**config.mk**
```make
export PLATFORM = sky130hd
export DESIGN_NAME = spi_reg_bridge
export DESIGN_NICKNAME = d
export VERILOG_FILES = /design/src/rtl/spi_reg_bridge.sv
export SDC_FILE = /design/constraint.sdc
export NUM_CORES = 1
export LEC_CHECK = 0
export BUFFER_PORTS_ARGS = -buffer_cell sky130_fd_sc_hd__buf_2
export CORE_MARGIN = 2
export CORE_UTILIZATION = 47
export CTS_CLUSTER_DIAMETER = 80
export DETAILED_ROUTE_END_ITERATION = 7
export GPL_ROUTABILITY_DRIVEN = 1
export PLACE_DENSITY = 0.68
export SYNTH_ARGS = -nofsm -noshare
export SYNTH_HDL_FRONTEND = slang
export SYNTH_SLANG_ARGS = --single-unit
```
**constraint.sdc**
```tcl
create_clock -name clk -period 2.5 [get_ports clk]
set_input_delay 0.5 -clock clk [delete_from_list [all_inputs] [get_ports clk]]
set_output_delay 0.5 -clock clk [all_outputs]
set_load 0.005 [all_outputs]
```
**src/rtl/spi_reg_bridge.sv**
```systemverilog
// spi_reg_bridge: SPI mode-0 slave that turns one chip-select frame
// (8-bit command + 32 data bits, MSB first) into a single register write
// strobe or a register read returned on MISO.
// Ports:
//   clk, reset       system clock, synchronous active-high reset
//   spi_cs_n/sclk/mosi  asynchronous SPI inputs from the MCU
//   spi_miso         registered read data to the MCU
//   reg_addr         register byte address {cmd[5:2],2'b00}
//   reg_wdata        write data, updated only when a write frame completes
//   reg_wstrobe      one-clk write pulse
//   reg_rdata        combinational read data for reg_addr
//   frame_abort      one-clk pulse when cs_n rises before the frame completes
module spi_reg_bridge #(
  parameter int unsigned SYNC_STAGES = 2
) (
  input  logic        clk,
  input  logic        reset,
  input  logic        spi_cs_n,
  input  logic        spi_sclk,
  input  logic        spi_mosi,
  output logic        spi_miso,
  output logic [5:0]  reg_addr,
  output logic [31:0] reg_wdata,
  output logic        reg_wstrobe,
  input  logic [31:0] reg_rdata,
  output logic        frame_abort
);

  localparam int unsigned CNT_W      = 6;
  localparam int unsigned CMD_BITS   = 8;
  localparam int unsigned FRAME_BITS = 40;

  typedef enum logic [1:0] {IDLE, CMD, DATA, DONE} state_t;

  logic [SYNC_STAGES-1:0] r_cs_sync;
  logic [SYNC_STAGES-1:0] r_sclk_sync;
  logic [SYNC_STAGES-1:0] r_mosi_sync;
  logic [SYNC_STAGES-1:0] r_fill;
  logic                   r_sclk_d;
  logic                   r_armed;

  logic w_cs_n;
  logic w_sclk;
  logic w_mosi;
  logic w_rise;
  logic w_fall;

  state_t           r_state;
  logic [CNT_W-1:0] r_cnt;
  logic [7:0]       r_cmd;
  logic             r_wr;
  logic             r_cmd_done;
  logic             r_load_rd;
  logic [30:0]      r_wr_shift;
  logic [31:0]      r_rd_shift;

  assign w_cs_n = r_cs_sync[SYNC_STAGES-1];
  assign w_sclk = r_sclk_sync[SYNC_STAGES-1];
  assign w_mosi = r_mosi_sync[SYNC_STAGES-1];
  assign w_rise = w_sclk & ~r_sclk_d;
  assign w_fall = ~w_sclk & r_sclk_d;

  // Input synchronisers. r_fill marks when the chain holds real samples so
  // the reset value of the cs_n chain is never mistaken for an observed high.
  always_ff @(posedge clk) begin
    if (reset) begin
      r_cs_sync   <= '1;
      r_sclk_sync <= '0;
      r_mosi_sync <= '0;
      r_fill      <= '0;
      r_sclk_d    <= 1'b0;
      r_armed     <= 1'b0;
    end else begin
      r_cs_sync   <= {r_cs_sync[SYNC_STAGES-2:0], spi_cs_n};
      r_sclk_sync <= {r_sclk_sync[SYNC_STAGES-2:0], spi_sclk};
      r_mosi_sync <= {r_mosi_sync[SYNC_STAGES-2:0], spi_mosi};
      r_fill      <= {r_fill[SYNC_STAGES-2:0], 1'b1};
      r_sclk_d    <= w_sclk;
      if (r_fill[SYNC_STAGES-1] && w_cs_n)
        r_armed <= 1'b1;
    end
  end

  // Frame FSM; a cs_n rise is checked before any sclk edge in every state.
  always_ff @(posedge clk) begin
    if (reset) begin
      r_state     <= IDLE;
      r_cnt       <= '0;
      r_cmd       <= '0;
      r_wr        <= 1'b0;
      r_cmd_done  <= 1'b0;
      r_load_rd   <= 1'b0;
      r_wr_shift  <= '0;
      r_rd_shift  <= '0;
      spi_miso    <= 1'b0;
      reg_addr    <= '0;
      reg_wdata   <= '0;
      reg_wstrobe <= 1'b0;
      frame_abort <= 1'b0;
    end else begin
      reg_wstrobe <= 1'b0;
      frame_abort <= 1'b0;
      r_cmd_done  <= 1'b0;
      r_load_rd   <= 1'b0;
      case (r_state)
        IDLE: begin
          spi_miso <= 1'b0;
          r_cnt    <= '0;
          if (r_armed && !w_cs_n)
            r_state <= CMD;
        end
        CMD: begin
          spi_miso <= 1'b0;
          if (w_cs_n) begin
            r_state     <= IDLE;
            frame_abort <= (r_cnt != '0);
          end else if (w_rise) begin
            r_cmd <= {r_cmd[6:0], w_mosi};
            r_cnt <= r_cnt + CNT_W'(1);
            if (r_cnt == CNT_W'(CMD_BITS - 1)) begin
              r_state    <= DATA;
              r_cmd_done <= 1'b1;
            end
          end
        end
        DATA: begin
          if (w_cs_n) begin
            r_state     <= IDLE;
            frame_abort <= 1'b1;
            spi_miso    <= 1'b0;
          end else begin
            // Address decode one clk after the command, read data one later.
            if (r_cmd_done) begin
              reg_addr  <= {r_cmd[5:2], 2'b00};
              r_wr      <= r_cmd[7];
              r_load_rd <= 1'b1;
            end
            if (r_load_rd)
              r_rd_shift <= reg_rdata;
            if (w_rise) begin
              r_cnt      <= r_cnt + CNT_W'(1);
              r_wr_shift <= {r_wr_shift[29:0], w_mosi};
              if (r_cnt == CNT_W'(FRAME_BITS - 1)) begin
                r_state  <= DONE;
                spi_miso <= 1'b0;
                if (r_wr) begin
                  reg_wdata   <= {r_wr_shift, w_mosi};
                  reg_wstrobe <= 1'b1;
                end
              end
            end else if (w_fall && !r_wr) begin
              spi_miso   <= r_rd_shift[31];
              r_rd_shift <= {r_rd_shift[30:0], 1'b0};
            end
          end
        end
        DONE: begin
          spi_miso <= 1'b0;
          if (w_cs_n)
            r_state <= IDLE;
        end
        default: r_state <= IDLE;
      endcase
    end
  end

endmodule

```
# Yosys cells after proc, flatten, opt, wreduce, memory -nomap -nowiden
# Cells that the tools add are included.
[totals]
rom_bits = 0
ram_bits = 0
memories = 0
output_inout_bits = 41
input_bits = 37
elab_cells = 93
latch_bits = 0
register_bits = 131
[op_classes]
eq_ne = 15
shifts = 0
magnitude_cmp = 0
div = 0
mul = 0
n_reduce_logical = 21
n_mux = 27
addsub = 1
n_bitwise = 9
[op_table]
columns = ["operator", "n"]
rows = [
  ["$mux W32", 3],
  ["$mux W2", 8],
  ["$mux W6", 2],
  ["$ne A3 B3 Y1 const B", 4],
  ["$pmux W6 S2", 1],
  ["$reduce_and A3 Y1", 4],
  ["$mux W1", 10],
  ["$ne A4 B4 Y1 const B", 2],
  ["$pmux W2 S4", 1],
  ["$not A1 Y1", 7],
  ["$add A6 B1 Y6 const B", 1],
  ["$eq A6 B3 Y1 const B", 1],
  ["$eq A6 B6 Y1 const B", 1],
  ["$ne A2 B2 Y1 const B", 3],
  ["$reduce_and A6 Y1", 1],
  ["$reduce_bool A6 Y1", 1],
  ["$reduce_or A3 Y1", 2],
  ["$reduce_and A5 Y1", 1],
  ["$reduce_or A5 Y1", 1],
  ["$eq A2 B2 Y1 const B", 2],
  ["$pmux W1 S2", 2],
  ["$reduce_and A2 Y1", 2],
  ["$reduce_or A4 Y1", 1],
  ["$logic_and A1 B1 Y1", 3],
  ["7 further kinds", 9],
]

# Depth between registers and ports, before layout
[depth]
ltp_word = 7
ltp_mapped = 9
depth_no_buf = 6

# Worst setup path before layout
# No wires, ideal clock.
[synth_timing]
path_type = "register to register"
startpoint = "register r_state[0]"
endpoint = "register reg_wdata[0]"
required_ps = 2383
n_path_buf = 3
arrival_time_ps = 1803
setup_ps = 117
synth_period_minus_slack_ps = 1920
path_stages_with_launch = 10
setup_slack_ps = 580
path_cell_list = "dfxtp_1 -> inv_1 -> ha_1 -> and4bb_1 -> buf_2 -> nand4_1 -> and2_1 -> clkbuf_1 -> buf_6 -> a22o_1"
[synth_between]
elab_chain_cells = 2
[synth_lines]
columns = ["item", "line", "text"]
rows = [
  ["start: declaration", "48", "state_t r_state;"],
  ["start signal: assignment", "87", "r_state <= IDLE;"],
  ["start signal: assignment", "110", "r_state <= CMD;"],
  ["start signal: assignment", "115", "r_state <= IDLE;"],
  ["$eq A2 B2 Y1", "105", "case (r_state)"],
  ["$reduce_and A5 Y1 (no source line)", "n/a", ""],
  ["end signal: assignment", "147", "reg_wdata <= {r_wr_shift, w_mosi};"],
  ["end: declaration", "23", "output logic [31:0] reg_wdata,"],
]
# Every way passes these cells.
# A chain may end at the register's enable or synchronous reset.

# Worst setup path after layout
[layout_timing]
startpoint = "register r_state[0]"
endpoint = "register reg_wdata[20]"
# The elaborated chain is that of the path after synthesis.

==> summary.txt <==
Outcome
  – Status: finished clean

Layout
  – Post-route cell area: approximately 6100 µm²
  – Multi-input logic area: 2187 µm²
  – Non-filler cells, final: about 770
  – Storage cell area: 2623 µm²
  – Antenna diodes: 0
  – Area grow syn2layout: 20.03%
  – Filler cells: 920
  – Final #Nets: 670
  – Layout cells sized above 1: 20.72%

Setup path
  – Worst Path Arrival: 2.49 ns
  – Setup Crit Path Kind: flip-flop to flip-flop
  – Startpoint Class: flip-flop
  – Worst Path Max Fanout: 31
  – CP Cell Sequence: inv_1, ha_1, and4bb_1, nand4_1, and2_2, a22o_1
  – CP delay by family, top: simple AND/OR/NAND/NOR gates
  – Buffer and inverter count on the worst path: 1
  – Critical Path RT: 2.90 ns
  – Critical Path Max Stage Delay: about 0.44 ns
  – Crit. End Element: flip-flop
  – Slowest cell on crit path: and2_2

Detailed routing
  – Detailed Route WL: approximately 11000 µm
  – Residual DRC count: 0
  – Vias/cell: 5.294
  – Number of nets with antenna violations after routing: 0
  – Total vias in the final route: between 4000 and 5000
  – Pre-Repair DR Iteration Count: 4
  – 1st-iter DRT viols: 340
  – Wirelength per Cell: 13.95 µm

Power
  – Pwr dens: approximately 760 nW/µm²
  – Pwr Total: around 4.6 mW
  – Worst VDD drop: 0.4768 mV
  – Cell leakage power: 2.373 nW

Place
  – Number of buffers added on ports: 75
  – Placed cells: 741
  – RePlAce Congestion: 0.8106
  – Placed Area: 5487 µm²
  – Post-DP HPWL: ~6600 µm

CTS
  – Clock-pin slew on the worst setup and hold paths: 0.06 ns
  – CTS Root Cell: clkbuf_8
  – Max Root-Sink Buffers: 2
  – CTS tree: yes
  – # H-tree levels: 4
  – # clock sinks: 131
  – Num CTS Buffers: 17
  – Post-CTS Hold Buffers: 0
  – Worst-Skew Late Latency: around 0.52 ns

Global route
  – GRT Max-Usage Layer: met2
  – Initial antenna violation count: 0
  – Total congestion overflow: 0
  – Grt met1 use: 23.83%
  – GR Util All Layers: 19.35%
  – Largest net degree at the start of global routing: 65
  – Vias in the first global route: 3862
  – First-pass GRT wire length: 17870 µm
  – Met3 Track Usage GR: 6.174%
  – Met2 Use GR: 31.81%

Synth
  – Synthesis-stage register bit count: 131
  – Mapped Cells: 565
  – Syn_area_per_cell: slightly below 9 µm²
  – Number of synthesized flops with an enable pin: 0
  – Synth cell types: 41
  – Dominant register cell in the synthesized netlist: dfxtp_1
  – Post-synthesis sequential area ratio: 51.97%
  – Async set-reset flop share out of synthesis: 0%
  – Synth warn: 0
  – Mapped Area: 5046 µm²

Timing
  – Max Freq: approximately 480 MHz
  – Setup repair after global routing missed its margin: no
  – Final Hold Fails: 0
  – Tcrit/Tclk final: 83.28%
  – Final worst path period need: 2.082 ns
  – Fin Setup TNS: 0 ns
  – Clk_skew: 0.01038 ns
  – Worst slew margin: 62.07%
  – Max Slew Vio Count: 0
  – Worst-margin pin slew: 0.5690 ns
  – Final setup violation count: 0

Floorplanning
  – DIE AREA: 11580 µm²
  – Starting Density: between 40 and 50%
  – Core Area: slightly above 10000 µm²
  – IO Pins: 78
  – Die X: around 110 µm
  – # rows: 37
  – Chip Height: between 100 and 150 µm

Run
  – Max Cap Viol: 0

Min path
  – Hold Crit Class: primary input to flip-flop
-- synthesized netlist by cell type, types with 2 or more instances --
library cell    n  area [µm²]
xnor2_1         4       35.03
nor2_1         12       45.04
buf_2           8       40.04
and2_1          2       12.51
a21oi_1        82       410.4
nor3_1          4       20.02
nand3b_1       31       232.7
nand2b_1        4       25.02
a211oi_1        2       15.01
buf_6           3       33.78
nand4_1         2       12.51
nand3_1         8       40.04
clkbuf_1       31       116.4
buf_1           4       15.01
buf_4           2       15.01
ha_1            9       112.6
inv_1           8       30.03
o21ai_0        65       325.3
a22o_1         32       280.3
dfxtp_1       131        2623
or2_2           2       12.51
mux2i_1         2       20.02
nand2_1        92       345.3
nor2b_1         8       50.05
-- cells by family after synthesis --
| kind of cell | Yosys count | synth area share [%] |
|---|---|---|
| AO/OA/AOI/OAI | 189 | 22.27 |
| adder cells (fa/ha/maj) | 9 | 2.232 |
| multiplexers | 2 | 0.3967 |
| XOR/XNOR | 4 | 0.6942 |
| flip-flops | 131 | 51.97 |
| AND/OR/NAND/NOR | 173 | 17.41 |
| buffers and inverters | 56 | 4.959 |
| other | 1 | 0.07431 |
-- registers in the layout, indices dropped and copies added (netlist names), 2 cells and up --
| name | flops |
|---|---|
| r_cmd | 8 |
| r_cnt | 6 |
| r_cs_sync | 2 |
| r_fill | 2 |
| r_mosi_sync | 2 |
| r_rd_shift | 32 |
| r_sclk_sync | 2 |
| r_state | 2 |
| r_wr_shift | 31 |
| reg_addr | 4 |
| reg_wdata | 32 |
-- worst paths after layout --
kind / from / end / slack, ns / cells past startpoint
max reg2reg: r_state[0] / reg_wdata[20] / 0.42 / 6
min reg2reg: r_fill[0] / r_fill[1] / 0.43 / 1
min: spi_cs_n / r_cs_sync[0] / 0.17 / 2
max: r_state[0] / reg_wdata[20] / 0.42 / 6
-- layout make-up --
class                   instances  area share [%]
well taps                     136           2.809
inverters                       8          0.4958
multi-input cells             379           36.11
clock inverters                14           2.334
repair buffers                 87           7.891
clock buffers                  18           7.065
flip-flops and latches        131           43.30
-- power by group --
group | internal [mW] | leakage, nW | switching [mW] | total, mW
Sequential | 2.10 | 1.06 | 0.00644 | 2.10
Combinational | 0.0580 | 1.04 | 0.0783 | 0.136
Clock | 1.38 | 0.280 | 0.994 | 2.37
-- layer usage --
| metal | vias up | part of all wire, % |
|---|---|---|
| met1 | 1905 | 46 |
| met3 | 10 | 5.4 |
| met5 | - | 0 |
| met2 | 93 | 47 |
| li1 | 2084 | - |
| met4 | 0 | 1.1 |
-- cell usage in the layout, fill, tap and decap left out, types with 2 or more instances in the layout --
cell,synthesis,layout
nor3_1,4,4
o21ai_0,65,65
nor2_1,12,11
a21oi_1,82,81
or2_2,2,2
a22o_1,32,32
ha_1,9,9
dfxtp_1,131,131
xnor2_1,4,4
conb_1,1,2
clkbuf_16,0,16
nor2b_1,8,7
nand4_1,2,2
nand2_1,92,92
nand3_1,8,8
mux2i_1,2,2
nand2b_1,4,4
nand3b_1,31,31
a21oi_2,1,2
buf_2,8,75
clkbuf_8,0,2
a211oi_1,2,2
inv_6,0,8
clkinv_4,0,2
buf_4,2,11
inv_1,8,8
-- what timing repair did --
| item | CTS | global route |
|---|---|---|
| buffers inserted | 0 | 0 |
| gates resized for setup | 0 | 1 |
| endpoints found under the setup margin | 0 | 31 |
-- through the flow --
step	setup WS, ns	hold slack, ns	utilization [%]
2_1_floorplan	0.5800	0.3895	-
3_3_place_gp	0.1923	0.4156	52.91
6_report	0.4181	0.1670	58.41
3_5_place_dp	0.07267	0.4198	52.91
5_1_grt	0.1811	0.1527	58.41
4_1_cts	0.04682	0.1463	58.40
(Power assumes the default switching activity.)
